===== config.mk =====
export PLATFORM = sky130hd
export DESIGN_NAME = alu_acc
export DESIGN_NICKNAME = d
export VERILOG_FILES = /design/src/rtl/alu_acc.sv
export SDC_FILE = /design/constraint.sdc
export NUM_CORES = 1
export LEC_CHECK = 0
export ABC_CLOCK_PERIOD_IN_PS = 3420
export BUFFER_PORTS_ARGS = -buffer_cell sky130_fd_sc_hd__buf_2
export CAP_MARGIN = 30
export CELL_PAD_IN_SITES_DETAIL_PLACEMENT = 1
export CELL_PAD_IN_SITES_GLOBAL_PLACEMENT = 1
export CORE_MARGIN = 2
export CORE_UTILIZATION = 30
export CTS_BUF_LIST = sky130_fd_sc_hd__clkbuf_8
export DETAILED_ROUTE_END_ITERATION = 8
export PLACE_DENSITY = 0.64
export SLEW_MARGIN = 0
export SYNTH_ARGS = -nofsm -noshare
export SYNTH_HDL_FRONTEND = slang
export SYNTH_SLANG_ARGS = --single-unit
export TNS_END_PERCENT = 100

===== constraint.sdc =====
create_clock -name clk -period 3.42 [get_ports clk]
set_input_delay 0.684 -clock clk [delete_from_list [all_inputs] [get_ports clk]]
set_output_delay 0.684 -clock clk [all_outputs]
set_load 0.05 [all_outputs]

===== src/rtl/alu_acc.sv =====
// Accumulator/ALU stage fed by the operand mux: LOAD/ADD/SUB in one cycle, MUL as a WIDTH-cycle shift-add.
// Latency: 1 edge for LOAD/ADD/SUB, WIDTH edges after accept for MUL; start is ignored while busy (no queueing).
module alu_acc #(
   parameter int WIDTH = 16
) (
   input  logic             clk,
   input  logic             rst_n,
   input  logic             start,
   input  logic [1:0]       op,
   input  logic [WIDTH-1:0] operand,
   input  logic             clear,
   output logic [WIDTH-1:0] acc,
   output logic             busy,
   output logic             done,
   output logic             overflow
);

   localparam logic [1:0] OP_LOAD = 2'b00;
   localparam logic [1:0] OP_ADD  = 2'b01;
   localparam logic [1:0] OP_SUB  = 2'b10;
   localparam logic [1:0] OP_MUL  = 2'b11;
   localparam int         CW      = (WIDTH > 1) ? $clog2(WIDTH) : 1;

   typedef enum logic {S_IDLE, S_MUL} state_t;

   state_t           state_q, state_d;
   logic [WIDTH-1:0] acc_q, acc_d;
   logic             ovf_q, ovf_d;
   logic             done_q, done_d;
   logic [WIDTH-1:0] hi_q, hi_d;
   logic [WIDTH-1:0] lo_q, lo_d;
   logic [WIDTH-1:0] mcand_q, mcand_d;
   logic [CW-1:0]    cnt_q, cnt_d;

   logic [WIDTH:0]   add_full;
   logic [WIDTH:0]   step_sum;
   logic [WIDTH-1:0] hi_nxt, lo_nxt;
   logic             last_iter;

   assign add_full  = {1'b0, acc_q} + {1'b0, operand};
   assign last_iter = (state_q == S_MUL) && (cnt_q == CW'(WIDTH - 1));

   // {hi,lo} holds the partial product in its upper half and the unconsumed multiplier bits in its lower half
   assign step_sum = {1'b0, hi_q} + (lo_q[0] ? {1'b0, mcand_q} : '0);
   assign hi_nxt   = step_sum[WIDTH:1];
   assign lo_nxt   = {step_sum[0], lo_q[WIDTH-1:1]};

   always_ff @(posedge clk or negedge rst_n) begin
      if (!rst_n) state_q <= S_IDLE;
      else        state_q <= state_d;
   end

   always_comb begin
      state_d = state_q;
      if (clear) begin
         state_d = S_IDLE;
      end else begin
         unique case (state_q)
            S_IDLE: if (start && op == OP_MUL) state_d = S_MUL;
            S_MUL:  if (last_iter)            state_d = S_IDLE;
            default:                          state_d = S_IDLE;
         endcase
      end
   end

   always_comb begin
      busy     = (state_q == S_MUL);
      acc      = acc_q;
      done     = done_q;
      overflow = ovf_q;
   end

   always_comb begin
      acc_d   = acc_q;
      ovf_d   = ovf_q;
      done_d  = 1'b0;
      hi_d    = hi_q;
      lo_d    = lo_q;
      mcand_d = mcand_q;
      cnt_d   = cnt_q;
      if (clear) begin
         acc_d   = '0;
         ovf_d   = 1'b0;
         hi_d    = '0;
         lo_d    = '0;
         mcand_d = '0;
         cnt_d   = '0;
      end else if (state_q == S_IDLE) begin
         if (start) begin
            unique case (op)
               OP_LOAD: begin
                  acc_d  = operand;
                  ovf_d  = 1'b0;
                  done_d = 1'b1;
               end
               OP_ADD: begin
                  acc_d  = add_full[WIDTH-1:0];
                  ovf_d  = ovf_q | add_full[WIDTH];
                  done_d = 1'b1;
               end
               OP_SUB: begin
                  acc_d  = acc_q - operand;
                  ovf_d  = ovf_q | (operand > acc_q);
                  done_d = 1'b1;
               end
               OP_MUL: begin
                  hi_d    = '0;
                  lo_d    = acc_q;
                  mcand_d = operand;
                  cnt_d   = '0;
               end
               default: ;
            endcase
         end
      end else begin
         hi_d  = hi_nxt;
         lo_d  = lo_nxt;
         cnt_d = cnt_q + CW'(1);
         if (last_iter) begin
            acc_d  = lo_nxt;
            ovf_d  = ovf_q | (|hi_nxt);
            done_d = 1'b1;
         end
      end
   end

   always_ff @(posedge clk or negedge rst_n) begin
      if (!rst_n) begin
         acc_q   <= '0;
         ovf_q   <= 1'b0;
         done_q  <= 1'b0;
         hi_q    <= '0;
         lo_q    <= '0;
         mcand_q <= '0;
         cnt_q   <= '0;
      end else begin
         acc_q   <= acc_d;
         ovf_q   <= ovf_d;
         done_q  <= done_d;
         hi_q    <= hi_d;
         lo_q    <= lo_d;
         mcand_q <= mcand_d;
         cnt_q   <= cnt_d;
      end
   end

endmodule


==> summary.txt, run 1 <==
Power and ir drop
  – Clock power frac: 27.4%
  – Sw Share: 38.7%
  – P_leak: 3.16 nW
  – Internal power: 1.55 mW
  – PwrDens: 374 nW/um^2
  – Combinational power share: 34.9%
  – Seq pwr share: 37.7%
  – Max rail drop VDD: 139 uV
  – NetSw: 977 uW

Yosys
  – Synth area leader: dfrtp_1
  – Synth Area in Adders: 12.4%
  – Top-count cell post-synth: dfrtp_1
  – EDFF count, synth: 0
  – Syn nets: 755
  – Synth unique cells: 66
  – Synth Flop Type: dfrtp_1
  – Largest family of logic cells by synthesized area: compound AO/OA/AOI/OAI gates
  – XOR/XNOR Fraction of Synth Area: 3.89%
  – Synth Cell Area: 5850 sq um
  – Simple-Gate Fraction of Synth Area: 16.6%
  – Sequential share of the synthesized area: 30.4%
  – Asr flop ratio synth: 100%
  – Avg Cell Area, Syn: 8.64 sq um
  – Top cells by count, synth: dfrtp_1 (71), nand2_1 (57), ha_1 (53)
  – Synth warn: 0
  – Synth Register Bits: 71
  – Top post-synthesis cells by area: dfrtp_1 (30%), ha_1 (11%), a22o_1 (4.0%), a21oi_1 (4.0%), o21ai_0 (4.0%)
  – Post-synth top area share: 30.4%
  – Mux cell area share after synthesis: 4.00%
  – Compound-Gate Fraction of Synth Area: 28.0%
  – Gate Count Post-Synth: 677

Clock network
  – TritonCTS clock tree: done
  – Reg clk slew, reported paths: 90 ps
  – Clk_lat worst skew: 380 ps
  – Cts bufs inserted: 9
  – Max Buffers Root-to-Sink: 2
  – Setup Buffers After CTS: 0
  – H-tree levels: 3
  – Root buffer cell: clkbuf_8
  – Post-CTS Hold Buffers: 0
  – Clock sinks: 71

Routing
  – Avg WL per Cell: 19.1 microns
  – Final wirelength: 19,000 microns
  – DR iter-0 viols: 270
  – DRT antenna net count: 0
  – Via density: 5.46
  – Via count: 5,436
  – DRC Markers: 0
  – DR pass1 iterations: 4

Floorplanning
  – Die area: 20,600 sq um
  – Die Y-Extent: 144 microns
  – Initial core utilization: 30.4%
  – Die X: 144 microns
  – Row cnt: 51
  – I/O Pins: 41
  – Core ar.: 19,300 sq um

Setup path
  – Endpoint type of the worst setup path: flop
  – Critical-path maximum fanout: 6
  – R2R Setup Slk: 200 ps
  – Worst EP required: 3680 ps
  – Crit path launch type: flop
  – Worst path max stage delay: 400 ps
  – Slowest cell on crit path: dfrtp_1
  – Crit path cell chain: buf_4 -> and2_1 -> ha_1 -> o21ai_0 -> nor2_1 -> o21ai_0 -> a2111oi_2 -> buf_4 -> o211ai_1 -> nor4_2 -> nand4b_1 -> a311o_1
  – CP Data Arrival Time: 3480 ps
  – Setup CP Type: flop to flop

Placement
  – Buffers on Ports: 40
  – Routability cong.: 0.932
  – Dpl ws: -76.2 ps
  – Post-DP HPWL: 14,100 microns

Timing
  – Worst Clk Skew: 14.2 ps
  – Setup violators final: 0
  – Fin worst setup slack: 199 ps
  – Final hold viol count: 0
  – Tcrit/Tclk final: 94.2%
  – FMAX: 310 MHz
  – Relative slew slack: 46.0%
  – Slew at the pin closest to its max-slew limit: 809 ps
  – Slew Limit Fails: 0
  – Minimum clock period: 3220 ps

Finish
  – Fillers: 2,291
  – Nets: 804
  – Share of layout cells above drive strength 1: 14.8%
  – Antenna fix cells: 0
  – P&R area growth vs syn: 15.5%
  – Utilization after layout: 35.1%

Hold path
  – Hold WC Path Type: input port to async pin

Run
  – Max-Cap Viols: 0

GRT
  – Vias in the first global route: 5,693
  – Initial antenna violation count: 0
  – Total gr overflow: 0
  – First-pass GRT wire length: 31,000 microns
  – Pin count of the biggest net entering global routing: 72
  – Overall Global Routing Usage: 19.1%

Outcome
  – Outcome: completed
## metal layers
metal | routed length [microns] | GRT usage [%] | up-vias | part of all wire, %
met2 | 9410 | 32.7 | 85 | 49
met1 | 8790 | 25.5 | 2733 | 46
met3 | 536 | 1.73 | 19 | 2.8
li1 | - | - | 2599 | -
met4 | 302 | 5.88 | 0 | 1.6
met5 | 0 | 0 | - | 0
## registers in the layout, summed over array words and instances, names as in the netlist
| signal | count |
|---|---|
| acc | 16 |
| hi_q | 16 |
| busy | 1 |
| cnt_q | 4 |
| done | 1 |
| mcand_q | 16 |
| overflow | 1 |
| lo_q | 16 |
## critical path, delay by kind of cell, from the launching register on
family,cells,cell delay (ps)
AO/OA/AOI/OAI,5,1210
buffers and inverters,2,320
flip-flops,1,400
adder cells (fa/ha/maj),1,350
AND/OR/NAND/NOR,4,830
## repair_timing
action,4_1_cts,5_1_grt
pin swaps,1,1
gates resized for setup,3,4
setup endpoints to repair,1,1
## per-stage QoR
step | hold WS (ps) | cell area [sq um] | power, mW | instances | setup TNS, ps
floorplan | 388 | 5850 | 1.55 | 677 | 0
global placement | 463 | 6510 | 1.81 | 979 | -1.68
detailed placement | 474 | 6510 | 1.83 | 979 | -76.2
CTS | 492 | 6710 | 2.54 | 995 | 0
global route | 109 | 6760 | 2.68 | 996 | -43.9
finish | 120 | 6760 | 2.53 | 996 | 0
## layout by cell type (no fill, tap or decap), types with 27 or more instances in the layout
cell	Yosys	final
a21oi_1	47	47
a22o_1	27	27
buf_2	2	39
buf_4	0	34
dfrtp_1	71	70
ha_1	53	53
inv_1	35	37
nand2_1	57	57
nor2_1	37	37
o21ai_0	47	47
## logic make-up after synthesis
logic type / count (synthesis)
AO/OA/AOI/OAI: 236
adder cells (fa/ha/maj): 56
multiplexers: 23
flip-flops: 71
AND/OR/NAND/NOR: 193
XOR/XNOR: 26
buffers and inverters: 72
## path summary, 6_finish.rpt
kind,start,to,cells past startpoint
worst max-delay path,lo_q[0]$_DFFE_PN0P_,overflow$_DFFE_PN0P_,12
worst min-delay path,rst_n,lo_q[14]$_DFFE_PN0P_,1
worst max register to register,lo_q[0]$_DFFE_PN0P_,overflow$_DFFE_PN0P_,12
worst min register to register,hi_q[11]$_DFFE_PN0P_,hi_q[11]$_DFFE_PN0P_,2
max in group asynchronous,rst_n,acc[4]$_DFFE_PN0P_,2
min in group clk,hi_q[11]$_DFFE_PN0P_,hi_q[11]$_DFFE_PN0P_,2
## area by class of cell
type	instances	area [sq um]	area share (%)
multi-input cells	534	3830	56.7
well taps	265	332	4.91
clock buffers	9	124	1.83
clock inverters	7	66.3	0.981
inverters	35	131	1.94
flip-flops and latches	71	1780	26.3
repair buffers	75	498	7.37
## power by group through the flow
stage	registers (mW)	clock network (mW)	logic [mW]
finish	0.952	0.693	0.882
global route	0.962	0.750	0.967
CTS	0.953	0.715	0.874
detailed placement	0.969	0	0.865
global placement	0.966	0	0.841
floorplan	1.04	0	0.504
Note: power is estimated with default switching activity, not from simulation.
==> inputs of run 2 (changes only) <==
--- a/config.mk
+++ b/config.mk
@@ -5,7 +5,7 @@
 export SDC_FILE = /design/constraint.sdc
 export NUM_CORES = 1
 export LEC_CHECK = 0
-export ABC_CLOCK_PERIOD_IN_PS = 3420
+export ABC_CLOCK_PERIOD_IN_PS = 3050
 export BUFFER_PORTS_ARGS = -buffer_cell sky130_fd_sc_hd__buf_2
 export CAP_MARGIN = 30
 export CELL_PAD_IN_SITES_DETAIL_PLACEMENT = 1
==> constraint.sdc (replaced) <==
create_clock -name clk -period 3.05 [get_ports clk]
set_input_delay 0.61 -clock clk [delete_from_list [all_inputs] [get_ports clk]]
set_output_delay 0.61 -clock clk [all_outputs]
set_load 0.05 [all_outputs]
==> run 2 against run 1 <==
  * Setup slack worse by 250 ps
  * Combinational power is 25% higher
  * The flow now finishes with violations (setup timing)
  * Global-route usage is 0.55 points higher
  * Core utilization is 2.8 points higher
  * Count of clock-buffer cells in the layout stayed put
  * Worst hold slack worse by 97 ps
  * Final cell count is 5.6% higher
  * Clock skew is 1.5 ps higher
  * Die area stayed put
  * Register-to-register slack worse by 250 ps
  * Clock power is 19% higher
  * Critical endpoint unchanged
  * Via count is 4.6% higher
==> summary.txt, run 2 (synthesis gave the netlist of run 1 again) <==
Power and ir drop
  – PwrDens: 410 nW/um^2 (was 374 nW/um^2)
  – Max rail drop VDD: 229 uV (was 139 uV)
  – P_leak: 3.47 nW (was 3.16 nW)

Placement
  – Post-DP HPWL: 14,900 microns (was 14,100 microns)
  – Buffers on Ports: 40 (unchanged)
  – Routability cong.: 0.868 (was 0.932)
  – Dpl ws: -592 ps (was -76.2 ps)

Clock network
  – Cts bufs inserted: 9 (unchanged)
  – Root buffer cell: clkbuf_8 (unchanged)
  – Clock sinks: 71 (unchanged)
  – H-tree levels: 3 (unchanged)
  – Max Buffers Root-to-Sink: 2 (unchanged)
  – Reg clk slew, reported paths: 90 ps (about the same)
  – Clk_lat worst skew: 360 ps (was 380 ps)
  – TritonCTS clock tree: done (unchanged)

Setup path
  – Worst EP required: 3300 ps (was 3680 ps)
  – Worst R2R Start: lo_q[0]$_DFFE_PN0P_ (unchanged)
  – CP Data Arrival Time: 3350 ps (was 3480 ps)
  – R2R Setup Slk: -50 ps (was 200 ps)
  – Endpoint type of the worst setup path: flop (unchanged)
  – Worst r2r path cells: 13 (was 12)
  – Setup CP Type: flop to flop (unchanged)
  – Critical-path maximum fanout: 10 (was 6)
  – R2r endpoint: overflow$_DFFE_PN0P_ (unchanged)
  – Crit path launch type: flop (unchanged)

Routing
  – Via density: 5.41 (was 5.46)
  – DRC Markers: 0 (unchanged)
  – DRT antenna net count: 0 (unchanged)
  – Final wirelength: 19,500 microns (was 19,000 microns)
  – Avg WL per Cell: 18.6 microns (was 19.1 microns)
  – DR iter-0 viols: 263 (was 270)
  – Via count: 5,688 (was 5,436)
  – DR pass1 iterations: 5 (was 4)

Finish
  – Commonest cells after routing, fill and taps aside: buf_4 (90), dfrtp_1 (70), nand2_1 (57) (was dfrtp_1 (70), nand2_1 (57), ha_1 (53))
  – P&R area growth vs syn: 24.7% (was 15.5%)
  – Utilization after layout: 37.9% (was 35.1%)
  – Most common cell after layout, fill and taps aside: buf_4 (was dfrtp_1)
  – Share of layout cells above drive strength 1: 22.7% (was 14.8%)
  – Antenna fix cells: 0 (unchanged)
  – Nets: 860 (was 804)

Hold path
  – Hold WC Path Type: input port to async pin (unchanged)

GRT
  – First-pass GRT wire length: 32,400 microns (was 31,000 microns)
  – Initial antenna violation count: 0 (unchanged)
  – Total gr overflow: 0 (unchanged)
  – Vias in the first global route: 6,128 (was 5,693)
  – Overall Global Routing Usage: 19.6% (was 19.1%)
  – Pin count of the biggest net entering global routing: 72 (unchanged)

Floorplanning
  – Core ar.: 19,300 sq um (unchanged)
  – Die Y-Extent: 144 microns (unchanged)
  – I/O Pins: 41 (unchanged)
  – Die area: 20,600 sq um (unchanged)
  – Die X: 144 microns (unchanged)
  – Row cnt: 51 (unchanged)
  – Initial core utilization: 30.4% (unchanged)

Timing
  – FMAX: 322 MHz (was 310 MHz)
  – Fin worst setup slack: -53.5 ps (was 199 ps)
  – Slew Limit Fails: 0 (unchanged)
  – Worst Clk Skew: 15.7 ps (was 14.2 ps)
  – RSZ-0062 raised after global routing: true
  – Tcrit/Tclk final: 102% (was 94.2%)
  – Minimum clock period: 3100 ps (was 3220 ps)
  – Final hold viol count: 0 (unchanged)
  – Setup violators final: 1 (was 0)
  – Slew at the pin closest to its max-slew limit: 913 ps (was 809 ps)
  – Relative slew slack: 39.0% (was 46.0%)

Run
  – Max-Cap Viols: 0 (unchanged)

Outcome
  – Outcome: finished, violations left (was completed)
  – Failing checks: setup timing
run 2: repair_timing:
item / in CTS / in global routing
pin swaps: 9 / 6
endpoints found under the setup margin: 2 / 7
buffers inserted: 2 / 0
resized for setup: 12 / 19
hold endpoints to repair: 0 / 0
hold buffers: 0 / 0
run 2: power breakdown:
| part | internal [mW] | switching (mW) |
|---|---|---|
| Clock | 0.450 | 0.376 |
| Combinational | 0.443 | 0.659 |
| Sequential | 0.997 | 0.0649 |
| Total | 1.89 | 1.10 |
run 2: worst max path at each step:
stage / startpoint / to / slack, ps / depth (start not counted)
finish: lo_q[0]$_DFFE_PN0P_ / overflow$_DFFE_PN0P_ / -50 / 13
floorplan: lo_q[0]$_DFFE_PN0P_ / overflow$_DFFE_PN0P_ / 30 / 11
detailed placement: lo_q[0]$_DFFE_PN0P_ / overflow$_DFFE_PN0P_ / -590 / 12
global route: lo_q[0]$_DFFE_PN0P_ / overflow$_DFFE_PN0P_ / -220 / 12
global placement: lo_q[0]$_DFFE_PN0P_ / overflow$_DFFE_PN0P_ / -440 / 12
CTS: lo_q[0]$_DFFE_PN0P_ / overflow$_DFFE_PN0P_ / -120 / 12
run 2: worst max-delay path: stages (launching register included):
cell      delay, ps
dfrtp_1         400
buf_4           140
buf_4           150
and2_1          160
ha_2            400
nand2_1          80
o21a_1          220
a21o_1          180
buf_4           130
a211oi_2        210
o21ai_0         160
nor4_2          250
nand4b_1        170
a311o_1         340
run 2: area by class of cell:
cell class	instances	area, sq um
Multi-Input combinational cell	534	3930
Fill cell	2291	12000
Tap cell	265	332
Clock inverter	7	81.3
Clock buffer	9	124
Timing Repair Buffer	131	918
Inverter	35	131
Sequential cell	71	1780
run 2: stage by stage:
step	total power [mW]	setup TNS, ps	std cells	instance area [sq um]	hold slack, ps
2_1_floorplan	1.73	0	677	5850	314
3_3_place_gp	2.11	-1170	1033	6920	469
3_5_place_dp	2.15	-1590	1033	6920	479
4_1_cts	2.98	-123	1051	7190	410
5_1_grt	3.17	-242	1052	7290	3.81
6_report	2.99	-53.5	1052	7290	23.1
run 2: per-layer routing:
metal | track usage (%) | wire [microns]
met1 | 26.0 | 9060
met5 | 0 | 0
met3 | 2.17 | 503
met2 | 33.6 | 9640
met4 | 5.93 | 333
==> inputs of run 3 (changes only) <==
--- a/config.mk
+++ b/config.mk
@@ -14,6 +14,7 @@
 export CORE_UTILIZATION = 30
 export CTS_BUF_LIST = sky130_fd_sc_hd__clkbuf_8
 export DETAILED_ROUTE_END_ITERATION = 8
+export MAX_ROUTING_LAYER = met4
 export PLACE_DENSITY = 0.64
 export SLEW_MARGIN = 0
 export SYNTH_ARGS = -nofsm -noshare
==> run 3 against run 2 <==
  * The flow still finishes with violations (setup timing)
  * Maximum frequency shrank 2.4%
  * Critical endpoint unchanged
  * Design area grew 0.70%
  * Largest cell class unchanged
  * Total power shrank 2.0%
  * First-iteration DRC count grew 30%
  * Sequential share of layout area shrank 0.17 points
  * Non-clock buffer count grew 7
==> summary.txt, run 3 (synthesis gave the netlist of run 1 again) <==
Setup path
  – Crit path max-delay family: compound AO/OA/AOI/OAI gates (unchanged)
  – Critical-path maximum fanout: 3 (was 10)
  – CP Data Arrival Time: 3410 ps (was 3350 ps)
  – Worst r2r path cells: 12 (was 13)
  – Setup CP Type: flop to flop (unchanged)
  – R2r endpoint: overflow$_DFFE_PN0P_ (unchanged)
  – Worst EP required: 3280 ps (was 3300 ps)
  – Crit path launch type: flop (unchanged)
  – Endpoint type of the worst setup path: flop (unchanged)
  – Crit path cell chain: and2_4 -> ha_4 -> fa_2 -> a211o_1 -> a21oi_4 -> buf_6 -> a21o_1 -> xor2_2 -> o211ai_1 -> nor4_2 -> nand4b_1 -> a311o_1 (was buf_4 -> buf_4 -> and2_1 -> ha_2 -> nand2_1 -> o21a_1 -> a21o_1 -> buf_4 -> a211oi_2 -> o21ai_0 -> nor4_2 -> nand4b_1 -> a311o_1)
  – Worst path max stage delay: 390 ps (was 400 ps)
  – Worst R2R Start: mcand_q[0]$_DFFE_PN0P_ (was lo_q[0]$_DFFE_PN0P_)
  – Slowest cell on crit path: dfrtp_1 (unchanged)
  – WP buf/inv: 1 (was 3)
  – R2R Setup Slk: -130 ps (was -50 ps)

Placement
  – Placed cell area: 6980 sq um (was 6920 sq um)
  – Buffers on Ports: 40 (unchanged)
  – Post-DP HPWL: 15,000 microns (was 14,900 microns)
  – Dpl cells: 1,041 (was 1,033)
  – Routability cong.: 0.866 (was 0.868)

Finish
  – Fin area: 7350 sq um (was 7290 sq um)
  – Antenna fix cells: 0 (unchanged)
  – Final cell count without fillers: 1,059 (was 1,052)
  – P&R area growth vs syn: 25.6% (was 24.7%)
  – Nets: 867 (was 860)
  – Share of layout cells above drive strength 1: 23.3% (was 22.7%)
  – Most common cell after layout, fill and taps aside: buf_4 (unchanged)
  – Commonest cells after routing, fill and taps aside: buf_4 (96), dfrtp_1 (70), nand2_1 (57) (was buf_4 (90), dfrtp_1 (70), nand2_1 (57))

Clock network
  – Clock sinks: 71 (unchanged)
  – Root buffer cell: clkbuf_8 (unchanged)
  – TritonCTS clock tree: done (unchanged)
  – Max Buffers Root-to-Sink: 2 (unchanged)
  – H-tree levels: 3 (unchanged)
  – Clk_lat worst skew: 350 ps (was 360 ps)
  – Post-CTS Hold Buffers: 0 (unchanged)
  – Cts bufs inserted: 9 (unchanged)
  – Reg clk slew, reported paths: 90 ps (about the same)

Hold path
  – Hold WC Path Type: input port to async pin (unchanged)

Power and ir drop
  – Max rail drop VDD: 174 uV (was 229 uV)
  – PwrDens: 399 nW/um^2 (was 410 nW/um^2)
  – P_leak: 3.49 nW (was 3.47 nW)
  – Final Total Pwr: 2.93 mW (was 2.99 mW)

GRT
  – Total gr overflow: 0 (unchanged)
  – First-pass GRT wire length: 31,900 microns (was 32,400 microns)
  – Overall Global Routing Usage: 20.0% (was 19.6%)
  – Vias in the first global route: 5,917 (was 6,128)
  – Pin count of the biggest net entering global routing: 72 (unchanged)
  – Initial antenna violation count: 0 (unchanged)

Routing
  – Metal3 WL: 418 microns (was 503 microns)
  – Via density: 5.33 (was 5.41)
  – DRC Markers: 0 (unchanged)
  – Avg WL per Cell: 18.5 microns (was 18.6 microns)
  – Via count: 5,641 (was 5,688)
  – Uppermost layer routed: met4 (unchanged)
  – DR iter-0 viols: 343 (was 263)
  – DR pass1 iterations: 4 (was 5)
  – Wire length on met2: 9560 microns (was 9640 microns)
  – DRT antenna net count: 0 (unchanged)
  – Final wirelength: 19,600 microns (was 19,500 microns)
  – Wire length on met1: 9220 microns (was 9060 microns)

Outcome
  – Outcome: finished, violations left (unchanged)
  – Failing checks: setup timing (unchanged)

Floorplanning
  – Die X: 144 microns (unchanged)
  – I/O Pins: 41 (unchanged)
  – Die Y-Extent: 144 microns (unchanged)
  – Initial core utilization: 30.4% (unchanged)
  – Row cnt: 51 (unchanged)
  – Die area: 20,600 sq um (unchanged)
  – Core ar.: 19,300 sq um (unchanged)

Timing
  – Relative slew slack: 50.6% (was 39.0%)
  – RSZ-0062 raised after global routing: true (unchanged)
  – Slew at the pin closest to its max-slew limit: 740 ps (was 913 ps)
  – FMAX: 314 MHz (was 322 MHz)
  – Setup violators final: 1 (unchanged)
  – Worst hold margin: 51.7 ps (was 23.1 ps)
  – Slew Limit Fails: 0 (unchanged)
  – Tcrit/Tclk final: 104% (was 102%)
  – Final hold viol count: 0 (unchanged)
  – Minimum clock period: 3180 ps (was 3100 ps)
  – Fin worst setup slack: -131 ps (was -53.5 ps)
  – Worst Clk Skew: 15.7 ps (about the same)

Run
  – Max-Cap Viols: 0 (unchanged)
[run 3: changes by cell type in the layout (fill, tap and decap cells not counted), moves of 3 or more]
cell	change
buf_4	+6
o21ai_0	-3
inv_1	-3
o21ai_1	+3
[run 3: report_power, final]
part | internal, mW | leakage [nW] | switching, mW
clock | 0.396 | 0.0981 | 0.373
combinational | 0.444 | 2.42 | 0.656
sequential | 0.997 | 0.969 | 0.0623
total | 1.84 | 3.49 | 1.09
[run 3: layer usage]
layer  track usage, %  up-vias
met3             1.73       28
met1             26.1     2828
met2             33.0       74
li1                 -     2711
met5                -        -
met4             6.40        0
[run 3: area by class of cell]
type | instances | area [sq um]
repair buffers | 138 | 975
inverters | 35 | 131
flip-flops and latches | 71 | 1780
well taps | 265 | 332
clock buffers | 10 | 138
clock inverters | 6 | 60.1
fillers | 2300 | 11900
multi-input cells | 534 | 3930
[run 3: timing repair]
action | 4_1_cts | 5_1_grt
setup buffers | 0 | 3
pin swaps | 4 | 12
endpoints found under the setup margin | 2 | 9
gates resized for setup | 9 | 22
cloned | 0 | 0
[run 3: worst max-delay path by stage]
stage | end | cells after the start | from | slack, ps
2_1_floorplan | overflow$_DFFE_PN0P_ | 11 | lo_q[0]$_DFFE_PN0P_ | 30
3_3_place_gp | overflow$_DFFE_PN0P_ | 12 | lo_q[0]$_DFFE_PN0P_ | -430
3_5_place_dp | overflow$_DFFE_PN0P_ | 12 | mcand_q[0]$_DFFE_PN0P_ | -490
4_1_cts | overflow$_DFFE_PN0P_ | 12 | mcand_q[0]$_DFFE_PN0P_ | -180
5_1_grt | overflow$_DFFE_PN0P_ | 12 | lo_q[0]$_DFFE_PN0P_ | -310
6_report | overflow$_DFFE_PN0P_ | 12 | mcand_q[0]$_DFFE_PN0P_ | -130
[run 3: through the flow]
| step | util, % | TNS [ps] | setup slack [ps] |
|---|---|---|---|
| 3_5_place_dp | 36.2 | -1530 | -486 |
| 5_1_grt | 38.1 | -309 | -309 |
| 2_1_floorplan | - | 0 | 25.5 |
| 6_report | 38.1 | -131 | -131 |
| 3_3_place_gp | 36.2 | -992 | -430 |
| 4_1_cts | 37.4 | -178 | -178 |
